`config.mk`:
```
export PLATFORM = sky130hd
export DESIGN_NAME = pdm_speaker_tx
export DESIGN_NICKNAME = d
export VERILOG_FILES = /design/src/rtl/pdm_speaker_tx.sv
export SDC_FILE = /design/constraint.sdc
export NUM_CORES = 1
export LEC_CHECK = 0
export ABC_AREA = 1
export ABC_CLOCK_PERIOD_IN_PS = 3200
export BUFFER_PORTS_ARGS = -buffer_cell sky130_fd_sc_hd__buf_2
export CORE_MARGIN = 2
export CORE_UTILIZATION = 44
export DETAILED_ROUTE_END_ITERATION = 8
export SLEW_MARGIN = 20
export SYNTH_ARGS = -nofsm -noshare
export SYNTH_HDL_FRONTEND = slang
export SYNTH_SLANG_ARGS = --single-unit
```
`constraint.sdc`:
```
create_clock -name clk -period 3.2 [get_ports clk]
set_input_delay 0.32 -clock clk [delete_from_list [all_inputs] [get_ports clk]]
set_output_delay 0.32 -clock clk [all_outputs]
set_load 0.1 [all_outputs]
```
`src/rtl/pdm_speaker_tx.sv`:
```
`default_nettype none
// ============================================================================
//  Module   : pdm_speaker_tx
//  Purpose  : Wishbone PCM sample FIFO feeding a first-order sigma-delta
//             modulator.  Produces a PDM bit clock and a one-bit-per-clock
//             PDM bitstream for a speaker / class-D amplifier.  A level
//             interrupt requests refill when the FIFO runs low.
//  Ports    : clk, rst        - system clock, synchronous active-high reset
//             wb_*            - Wishbone slave (DATA/STATUS/CTRL registers)
//             pdm_clk         - PDM bit clock
//             pdm_data        - PDM bitstream, changes on pdm_clk falling
//             irq             - low-water interrupt, level
//  Revision : 1.0 - initial release
// ============================================================================
module pdm_speaker_tx #(
    parameter int WB_HZ      = 48000000,
    parameter int PDM_HZ     = 3000000,
    parameter int AUDIO_BITS = 16,
    parameter int OSR        = 64,
    parameter int FIFO_DEPTH = 16,
    parameter int LOW_WATER  = 4
) (
    input  logic        clk,
    input  logic        rst,
    input  logic        wb_stb,
    input  logic        wb_we,
    input  logic [1:0]  wb_adr,
    input  logic [31:0] wb_dat_i,
    output logic [31:0] wb_dat_o,
    output logic        wb_ack,
    output logic        pdm_clk,
    output logic        pdm_data,
    output logic        irq
);

    localparam int c_ticks = WB_HZ / PDM_HZ / 2;
    localparam int c_div_w = (c_ticks > 1) ? $clog2(c_ticks) : 1;
    localparam int c_osr_w = (OSR > 1) ? $clog2(OSR) : 1;
    localparam int c_ptr_w = (FIFO_DEPTH > 1) ? $clog2(FIFO_DEPTH) : 1;
    localparam int c_lvl_w = c_ptr_w + 1;

    localparam logic [c_div_w-1:0] c_div_last = c_div_w'(c_ticks - 1);
    localparam logic [c_lvl_w-1:0] c_depth    = c_lvl_w'(FIFO_DEPTH);
    localparam logic [31:0]        c_low      = LOW_WATER;

    // ---------------------------------------------------------------- state
    logic                  ack_q,    ack_d;
    logic [31:0]           dat_q,    dat_d;
    logic [1:0]            ctrl_q,   ctrl_d;     // [0] EN, [1] IRQ_EN
    logic                  under_q,  under_d;
    logic                  over_q,   over_d;
    logic [c_div_w-1:0]    div_q,    div_d;
    logic                  pclk_q,   pclk_d;
    logic                  pdata_q,  pdata_d;
    logic [AUDIO_BITS:0]   acc_q,    acc_d;
    logic [c_osr_w-1:0]    osr_q,    osr_d;
    logic [AUDIO_BITS-1:0] sample_q, sample_d;
    logic [c_ptr_w-1:0]    wr_q,     wr_d;
    logic [c_ptr_w-1:0]    rd_q,     rd_d;
    logic [c_lvl_w-1:0]    level_q,  level_d;
    logic                  irq_q,    irq_d;
    logic [AUDIO_BITS-1:0] mem_q [FIFO_DEPTH];

    // ---------------------------------------------------------- decode
    logic                  w_acc, w_wr, w_rd;
    logic                  w_full, w_empty, w_en;
    logic                  w_tick, w_fall, w_fetch, w_push, w_pop;
    logic [AUDIO_BITS-1:0] w_cur, w_u;
    logic [AUDIO_BITS:0]   w_sum;
    logic [31:0]           w_rdata;

    // Bus side effects happen on the same edge that raises wb_ack.
    assign w_acc   = wb_stb & ~ack_q;
    assign w_wr    = w_acc & wb_we;
    assign w_rd    = w_acc & ~wb_we;
    assign w_full  = (level_q == c_depth);
    assign w_empty = (level_q == '0);
    assign w_en    = ctrl_q[0];

    assign w_tick  = w_en & (div_q == c_div_last);
    assign w_fall  = w_tick & pclk_q;            // pdm_clk 1 -> 0 this edge
    assign w_fetch = w_fall & (osr_q == '0);
    assign w_pop   = w_fetch & ~w_empty;
    assign w_push  = w_wr & (wb_adr == 2'd0) & ~w_full;

    // On a fetch edge the freshly loaded sample is modulated immediately;
    // an empty FIFO substitutes mid-scale (signed zero).
    assign w_cur = w_fetch ? (w_empty ? '0 : mem_q[rd_q]) : sample_q;
    assign w_u   = {~w_cur[AUDIO_BITS-1], w_cur[AUDIO_BITS-2:0]};
    assign w_sum = {1'b0, acc_q[AUDIO_BITS-1:0]} + {1'b0, w_u};

    always_comb begin
        w_rdata = '0;
        case (wb_adr)
            2'd1:    w_rdata = {16'h0, 8'(level_q), 4'h0, over_q, under_q, w_empty, w_full};
            2'd2:    w_rdata = {30'h0, ctrl_q};
            default: w_rdata = '0;
        endcase
    end

    // ---------------------------------------------------------- next state
    always_comb begin
        ack_d    = w_acc;
        dat_d    = w_rd ? w_rdata : 32'h0;
        ctrl_d   = (w_wr && wb_adr == 2'd2) ? wb_dat_i[1:0] : ctrl_q;

        // Clear first, then set, so a same-cycle set wins.
        under_d  = under_q & ~(w_wr && wb_adr == 2'd1 && wb_dat_i[2]);
        over_d   = over_q  & ~(w_wr && wb_adr == 2'd1 && wb_dat_i[3]);
        if (w_fetch && w_empty)
            under_d = 1'b1;
        if (w_wr && wb_adr == 2'd0 && w_full)
            over_d = 1'b1;

        div_d    = div_q;
        pclk_d   = pclk_q;
        pdata_d  = pdata_q;
        acc_d    = acc_q;
        osr_d    = osr_q;
        sample_d = w_fetch ? w_cur : sample_q;

        if (!w_en) begin
            div_d   = '0;
            pclk_d  = 1'b0;
            pdata_d = 1'b0;
            acc_d   = '0;
            osr_d   = '0;
        end else begin
            div_d  = w_tick ? '0 : div_q + c_div_w'(1);
            pclk_d = pclk_q ^ w_tick;
            if (w_fall) begin
                acc_d   = w_sum;
                pdata_d = w_sum[AUDIO_BITS];
                osr_d   = osr_q + c_osr_w'(1);
            end
        end

        wr_d    = wr_q + c_ptr_w'(w_push);
        rd_d    = rd_q + c_ptr_w'(w_pop);
        level_d = level_q + c_lvl_w'(w_push) - c_lvl_w'(w_pop);
        irq_d   = ctrl_q[1] & ctrl_q[0] & (32'(level_q) <= c_low);
    end

    always_ff @(posedge clk) begin
        if (rst) begin
            ack_q    <= 1'b0;
            dat_q    <= '0;
            ctrl_q   <= '0;
            under_q  <= 1'b0;
            over_q   <= 1'b0;
            div_q    <= '0;
            pclk_q   <= 1'b0;
            pdata_q  <= 1'b0;
            acc_q    <= '0;
            osr_q    <= '0;
            sample_q <= '0;
            wr_q     <= '0;
            rd_q     <= '0;
            level_q  <= '0;
            irq_q    <= 1'b0;
        end else begin
            ack_q    <= ack_d;
            dat_q    <= dat_d;
            ctrl_q   <= ctrl_d;
            under_q  <= under_d;
            over_q   <= over_d;
            div_q    <= div_d;
            pclk_q   <= pclk_d;
            pdata_q  <= pdata_d;
            acc_q    <= acc_d;
            osr_q    <= osr_d;
            sample_q <= sample_d;
            wr_q     <= wr_d;
            rd_q     <= rd_d;
            level_q  <= level_d;
            irq_q    <= irq_d;
        end
    end

    // Sample storage needs no reset: the pointers define what is valid.
    always_ff @(posedge clk) begin
        if (w_push)
            mem_q[wr_q] <= wb_dat_i[AUDIO_BITS-1:0];
    end

    assign wb_ack   = ack_q;
    assign wb_dat_o = dat_q;
    assign pdm_clk  = pclk_q;
    assign pdm_data = pdata_q;
    assign irq      = irq_q;

    // Upper write-data bits and the stored carry are intentionally unread.
    logic w_unused;
    assign w_unused = &{1'b0, wb_dat_i[31:AUDIO_BITS], acc_q[AUDIO_BITS]};

endmodule
`default_nettype wire
```
==> out/results.ini, run 1 <==
[placed_design]
gp_congestion = 0.8272
place_area_um2 = 16040
place.port_buffers = 34
post-dp-hpwl_um = 21510

[critical_path]
cpMaxStageDelayCell = fa_2
crit_arrival_ns = 3.50
cp-start-kind = flip-flop
cp_common_cell = ha_4
worstSetupEndpointType = flip-flop
critPathMaxStageDelay_ns = 0.39
critPathKind = flip-flop to flip-flop
rrSetupSlack_ns = 0.17
path_cells = ha_4 -> ha_4 -> nand2_2 -> inv_2 -> ha_4 -> nand2_2 -> nor3b_4 -> nand3_4 -> nor2_8 -> buf_6 -> ha_1 -> inv_1 -> ha_2 -> inv_2 -> fa_2 -> o31ai_4 -> o21ai_1 -> a21oi_1
reg2reg_depth = 18
r2r-start = div_q[0]
crit_fanout = 7
worstPathRequired_ns = 3.67
r2r_end = level_q[4]

[timing]
worst_pin_slew_ns = 0.6868
layout_min_cycle_time_ns = 3.025
finalSetupViolCount = 0
maxSlewHeadroom = 0.5421
clock_skew_ns = 0.02515
timing.final.crit_share = 0.9454
maxSlewViolCount = 0
hold_ws_ns = 0.09452
setup_tns_ns = 0
hold_viol = 0
fmax_ghz = 0.3306

[synth]
synth-edff-count = 256
yosysMostFrequentCell = nand2_1
synth_cells = 1642
synthAdderAreaFrac = 0.03249
ys_ff_latch = 327
synth.mux.area_fraction = 0
yosysTopAreaCellShare = 0.5092
synth.area.top_cells = edfxtp_1, nand2_1, dfxtp_1
synth_top_family_by_area = simple AND/OR/NAND/NOR gates
avgSynthCellArea_um2 = 9.194
synth_area_um2 = 15100
synth_top_cell_by_area = edfxtp_1
synthArstFlopShare = 0
synth_warnings = 0
synth_cell_types = 38
synth_xor_area_frac = 0.002901
yosysSeqAreaShare = 0.6033
synthTopCellsByCount = nand2_1, inv_1, edfxtp_1
ys.flop_type = edfxtp_1
synthSimpleGateAreaFrac = 0.2311
synth_compound_area_frac = 0.02544

[detailed_routing]
drt_pass1_iterations = 5
viasPerCell = 4.826
drtIter0Drc = 716
wl_um = 34380
drc = 0
detail_route.wl_per_cell_um = 15.69
postRouteAntennaNets = 0
route.vias.total = 10578

[power_and_ir_drop]
power_leakage_uw = 0.007658
power.density_nw_per_um2 = 506.0
ir_worst_vdd_uv = 420.5
power.total_uw = 8951

[clock_network]
htree_levels = 2
cts_made_buffers = 36
path_clk_slew_ns = 0.06
root_buffer = clkbuf_16
insertion_delay_ns = 0.54
clockBufferDepth = 3
cts.sinks = 327
cts_tree = built
cts_hold_buf = 0

[grt]
overflow = 0
track_usage = 0.1919
grt_max_degree = 43
grt_pass1_vias = 9658
antenna_found_initial = 1
grt_pass1_wl_um = 53190

[layout]
n_fill_cell = 2979
area_delta_synth_final_pct = 17.16
final_cell_area_um2 = 17690
fin_nets = 1793
drive_gt1_frac = 0.1452

[floorplanning]
start_util = 0.4480
die_h_um = 189.2
coreArea_um2 = 33700
pin_count = 74
rows = 67
fp.dieW_um = 189.2
die-area_um2 = 35810

[worst_hold_path]
worstHoldStart = wb_stb
hold_path_depth = 5
hold_path_end = wb_ack
hold_path_class = input pin to flip-flop

[outcome]
status = complete, no violations

[flow_run]
drv_cap = 0

[power breakdown]
part / switching (uW) / internal [uW]
Sequential: 3.44 / 4580
Combinational: 219 / 28.3
Clock: 1700 / 2420
[cell families after synthesis]
family / Yosys count
AO/OA/AOI/OAI: 66
XOR/XNOR: 5
adder cells (fa/ha/maj): 38
buffers and inverters: 381
flip-flops: 327
other: 1
AND/OR/NAND/NOR: 824
[state kept, by name (all words and copies together), names as in the netlist, 2 cells and up]
signal,cells
osr_q,6
acc_q,16
level_q,5
mem_q,256
ctrl_q,2
div_q,3
wb_dat_o,9
wr_q,4
rd_q,4
sample_q,16
[layer usage]
layer	share of wire	global-route usage	up-vias
li1	-	-	5351
met1	0.46	0.2638	4908
met2	0.47	0.3202	270
met3	0.054	0.02836	49
met4	0.017	0.04890	0
met5	0	0	-
[repair_timing]
action | 4_1_cts | 5_1_grt
buffers inserted | 0 | 8
endpoints found under the setup margin | 0 | 14
endpoints found under the hold margin | 0 | 0
gates resized for setup | 0 | 83
[through the flow]
| stage | utilization | cells | worst slack (ns) |
|---|---|---|---|
| 3_3_place_gp | 0.4761 | 2118 | 0.1100 |
| 6_report | 0.5249 | 2192 | 0.1748 |
| 3_5_place_dp | 0.4761 | 2118 | 0.08537 |
| 2_1_floorplan | - | 1664 | 0.04845 |
| 4_1_cts | 0.5111 | 2182 | 0.04757 |
| 5_1_grt | 0.5248 | 2191 | -0.01379 |
[placed cells by master (no fill, tap or decap), types with 5 or more instances in the layout]
| cell type | count |
|---|---|
| nand2_1 | 467 |
| nor3_1 | 12 |
| clkbuf_16 | 37 |
| o21ai_0 | 12 |
| clkinv_2 | 8 |
| clkbuf_1 | 5 |
| buf_12 | 10 |
| dfxtp_1 | 66 |
| nand3_2 | 6 |
| a21oi_1 | 28 |
| nor2_1 | 61 |
| nand3_1 | 219 |
| ha_1 | 19 |
| clkinv_1 | 9 |
| inv_1 | 289 |
| nand2_2 | 25 |
| ha_4 | 15 |
| inv_2 | 5 |
| a21oi_2 | 13 |
| buf_4 | 50 |
| buf_2 | 34 |
| nor2_2 | 17 |
| edfxtp_1 | 256 |
| conb_1 | 23 |
[area by class of cell]
type,instances,area [um^2],share of cell area
antenna,1,2.502,0.0001415
inverter,297,1117,0.06317
timing repair buffer,99,819.5,0.04633
sequential,327,9117,0.5155
tap,448,560.5,0.03169
clock buffer,41,919.6,0.05199
clock inverter,23,260.3,0.01471
multi-input combinational,956,4891,0.2765
[worst max-delay path by stage]
stage	start	endpoint
floorplan	pdm_clk	acc_q[8]
CTS	div_q[0]	pdm_data
global route	div_q[0]	level_q[4]
finish	div_q[0]	level_q[4]
global placement	div_q[0]	acc_q[8]
detailed placement	div_q[0]	pdm_data
[critical path: cells and delay by family, from the launching register on]
kind	cells	cell delay, ns
and+or+nand+nor	5	0.72
adders and majority gates	6	1.18
DFF	1	0.35
AOI/OAI and AO/OA	3	0.40
buffers and inverters	4	0.32
No activity file was read; power rests on OpenSTA's default activity.
==> run 2, diff against run 1 <==
--- a/config.mk
+++ b/config.mk
@@ -6,7 +6,7 @@
 export NUM_CORES = 1
 export LEC_CHECK = 0
 export ABC_AREA = 1
-export ABC_CLOCK_PERIOD_IN_PS = 3200
+export ABC_CLOCK_PERIOD_IN_PS = 3500
 export BUFFER_PORTS_ARGS = -buffer_cell sky130_fd_sc_hd__buf_2
 export CORE_MARGIN = 2
 export CORE_UTILIZATION = 44
==> constraint.sdc (replaced) <==
create_clock -name clk -period 3.5 [get_ports clk]
set_input_delay 0.35 -clock clk [delete_from_list [all_inputs] [get_ports clk]]
set_output_delay 0.35 -clock clk [all_outputs]
set_load 0.1 [all_outputs]
==> run 2 against run 1 <==
Sequential share of layout area rose by 1.9 points; final area fell by 3.6%; total power fell by 11%; first-iteration DRC count fell by 13%; critical path type unchanged; largest power group unchanged; highest routed layer is now met5.
==> out/results.ini, run 2 (synthesis gave the netlist of run 1 again) <==
[outcome]
status = complete, no violations

[timing]
setup_tns_ns = 0  ; unchanged
maxSlewViolCount = 0  ; unchanged
fmax_ghz = 0.3146  ; -4.8%
finalSetupViolCount = 0  ; unchanged
clock_skew_ns = 0.02890  ; +0.003743 ns
timing.final.crit_share = 0.9083  ; -0.03704
hold_ws_ns = 0.1395  ; +0.04494 ns
worst_pin_slew_ns = 0.6933  ; +0.006476 ns
worst_slack_ns = 0.3209  ; +0.1460 ns
layout_min_cycle_time_ns = 3.179  ; +0.1540 ns
hold_viol = 0  ; unchanged
rsz0062_at_grt = false
maxSlewHeadroom = 0.5378  ; -0.004318

[detailed_routing]
wl_um = 34420  ; +0.11%
detail_route.wl_per_cell_um = 15.83  ; +0.89%
drc = 0  ; unchanged
viasPerCell = 4.831  ; +0.11%
postRouteAntennaNets = 0  ; unchanged
drt_pass1_iterations = 5  ; unchanged
route.vias.total = 10507  ; -0.67%
drtIter0Drc = 622  ; -13%

[placed_design]
gp_congestion = 0.8190  ; -0.99%
place.port_buffers = 34  ; unchanged
pre_cts_slack_ns = 0.3318  ; +0.2464 ns
post-dp-hpwl_um = 20950  ; -2.6%

[clock_network]
cts.sinks = 327  ; unchanged
insertion_delay_ns = 0.54  ; about the same
htree_levels = 2  ; unchanged
clockBufferDepth = 3  ; unchanged
cts_hold_buf = 0  ; unchanged
cts_tree = built
path_clk_slew_ns = 0.06  ; about the same
root_buffer = clkbuf_16
cts_made_buffers = 36  ; unchanged

[critical_path]
path_cells = ha_1 -> ha_1 -> nand2_1 -> inv_1 -> ha_1 -> nand2_2 -> nor3b_4 -> nand3_4 -> nor2_8 -> buf_4 -> nand2_2 -> nand2_1 -> ha_1 -> or2_2 -> nand3b_1 -> nand2_1 -> nand2_1 -> nand2_1 -> nand2_1 -> nand3_1 -> nand2_1 -> inv_1
rrSetupSlack_ns = 0.32  ; +0.15 ns
cp_top_family = simple AND/OR/NAND/NOR gates
worstSetupEndpointType = flip-flop
crit_arrival_ns = 3.59  ; +0.09 ns
cpMaxStageDelayCell = dfxtp_1
r2r-start = div_q[0]
reg2reg_depth = 22  ; +4
critPathKind = flip-flop to flip-flop
crit_fanout = 7  ; unchanged
cp-start-kind = flip-flop
r2r_end = acc_q[9]
cp_common_cell = nand2_1
critPathMaxStageDelay_ns = 0.35  ; -0.04 ns
critPathBufInv = 3  ; -1
worstPathRequired_ns = 3.91  ; +0.24 ns

[floorplanning]
start_util = 0.4480  ; unchanged
die_h_um = 189.2  ; unchanged
coreArea_um2 = 33700  ; unchanged
die-area_um2 = 35810  ; unchanged
pin_count = 74  ; unchanged
rows = 67  ; unchanged
fp.dieW_um = 189.2  ; unchanged

[grt]
grt_pass1_wl_um = 54460  ; +2.4%
antenna_found_initial = 1  ; unchanged
grt_max_degree = 130  ; +200%
grt_pass1_vias = 9876  ; +2.3%
overflow = 0  ; unchanged
track_usage = 0.1958  ; +0.003957

[layout]
fin_nets = 1775  ; -1.0%
area_delta_synth_final_pct = 12.91
multi_input_area_um2 = 4534  ; -7.3%
final_cell_mix = nand2_1, inv_1, edfxtp_1, nand3_1, dfxtp_1
largest_register_ffs = 256  ; unchanged
regArea_um2 = 9114  ; about the same
reg.largest.list = mem_q x256, acc_q x16, sample_q x16
drive_gt1_frac = 0.09728  ; -0.04787
diodes = 0  ; -1
final_common_cell = nand2_1
n_fill_cell = 3143  ; +5.5%
largest_register = mem_q

[flow_run]
drv_cap = 0  ; unchanged

[power_and_ir_drop]
ir_worst_vdd_uv = 446.8  ; +6.3%
power_leakage_uw = 0.007493  ; -2.2%
power.density_nw_per_um2 = 467.6  ; -7.6%

[worst_hold_path]
hold_path_end = wb_ack
worstHoldStart = wb_stb
hold_path_class = input pin to flip-flop
hold_path_depth = 5  ; unchanged

[run 2: cell count changes in the layout (fill, tap and decap cells not counted), moves of 6 or more]
| cell | change |
|---|---|
| nand2_2 | -17 |
| clkbuf_1 | +10 |
| ha_4 | -15 |
| ha_1 | +17 |
| nand3_1 | +7 |
| buf_4 | -11 |
| nand2_1 | +20 |
| a21oi_1 | +6 |
| nand3_2 | -6 |
[run 2: cell type report]
class | instances | area share
flip-flops and latches | 327 | 0.5346
repair buffers | 81 | 0.03604
multi-input cells | 956 | 0.2660
well taps | 448 | 0.03288
inverters | 297 | 0.06555
clock inverters | 12 | 0.005652
clock buffers | 54 | 0.05923
[run 2: worst min-delay path: stages]
cell and delay [ns]:
buf_2 0.09, inv_1 0.04, nor2_1 0.03, inv_1 0.06
nor2_1 0.05
[run 2: worst max-delay path by stage]
stage              from   endpoint  slack, ns  depth (start not counted)
2_1_floorplan   pdm_clk   acc_q[8]       0.01                         20
3_3_place_gp   div_q[0]  acc_q[11]       0.38                         23
3_5_place_dp   div_q[0]  acc_q[11]       0.33                         23
4_1_cts        div_q[0]  acc_q[12]       0.29                         22
5_1_grt        div_q[0]  acc_q[11]     0.0003                         23
6_report       div_q[0]   acc_q[9]       0.32                         22
[run 2: per-stage QoR]
step                      utilization  power, uW  std cells  instance area [um^2]
after floorplan                     -       4449       1664                 15180
after global placement         0.4720       4494       2105                 15910
after detailed placement       0.4720       4497       2105                 15910
after CTS                      0.5048       8050       2171                 17010
after global routing           0.5058       8206       2175                 17050
final                          0.5058       7971       2175                 17050
[run 2: per-layer routing]
layer / share of wire / GRT usage
met2: 0.46 / 0.3178
met5: 0.00032 / 0
met4: 0.022 / 0.05814
met1: 0.48 / 0.2756
met3: 0.037 / 0.02595
[run 2: what timing repair did]
action	in CTS	in global routing
endpoints found under the setup margin	0	3
resized for setup	0	1
buffers inserted	0	4
endpoints found under the hold margin	0	0
[run 2: where the power goes]
group / switching (uW) / leakage, uW / internal (uW)
clock network: 1540 / 0.000531 / 2020
registers: 2.86 / 0.00287 / 4190
logic: 201 / 0.00409 / 24.2
total: 1740 / 0.00749 / 6230
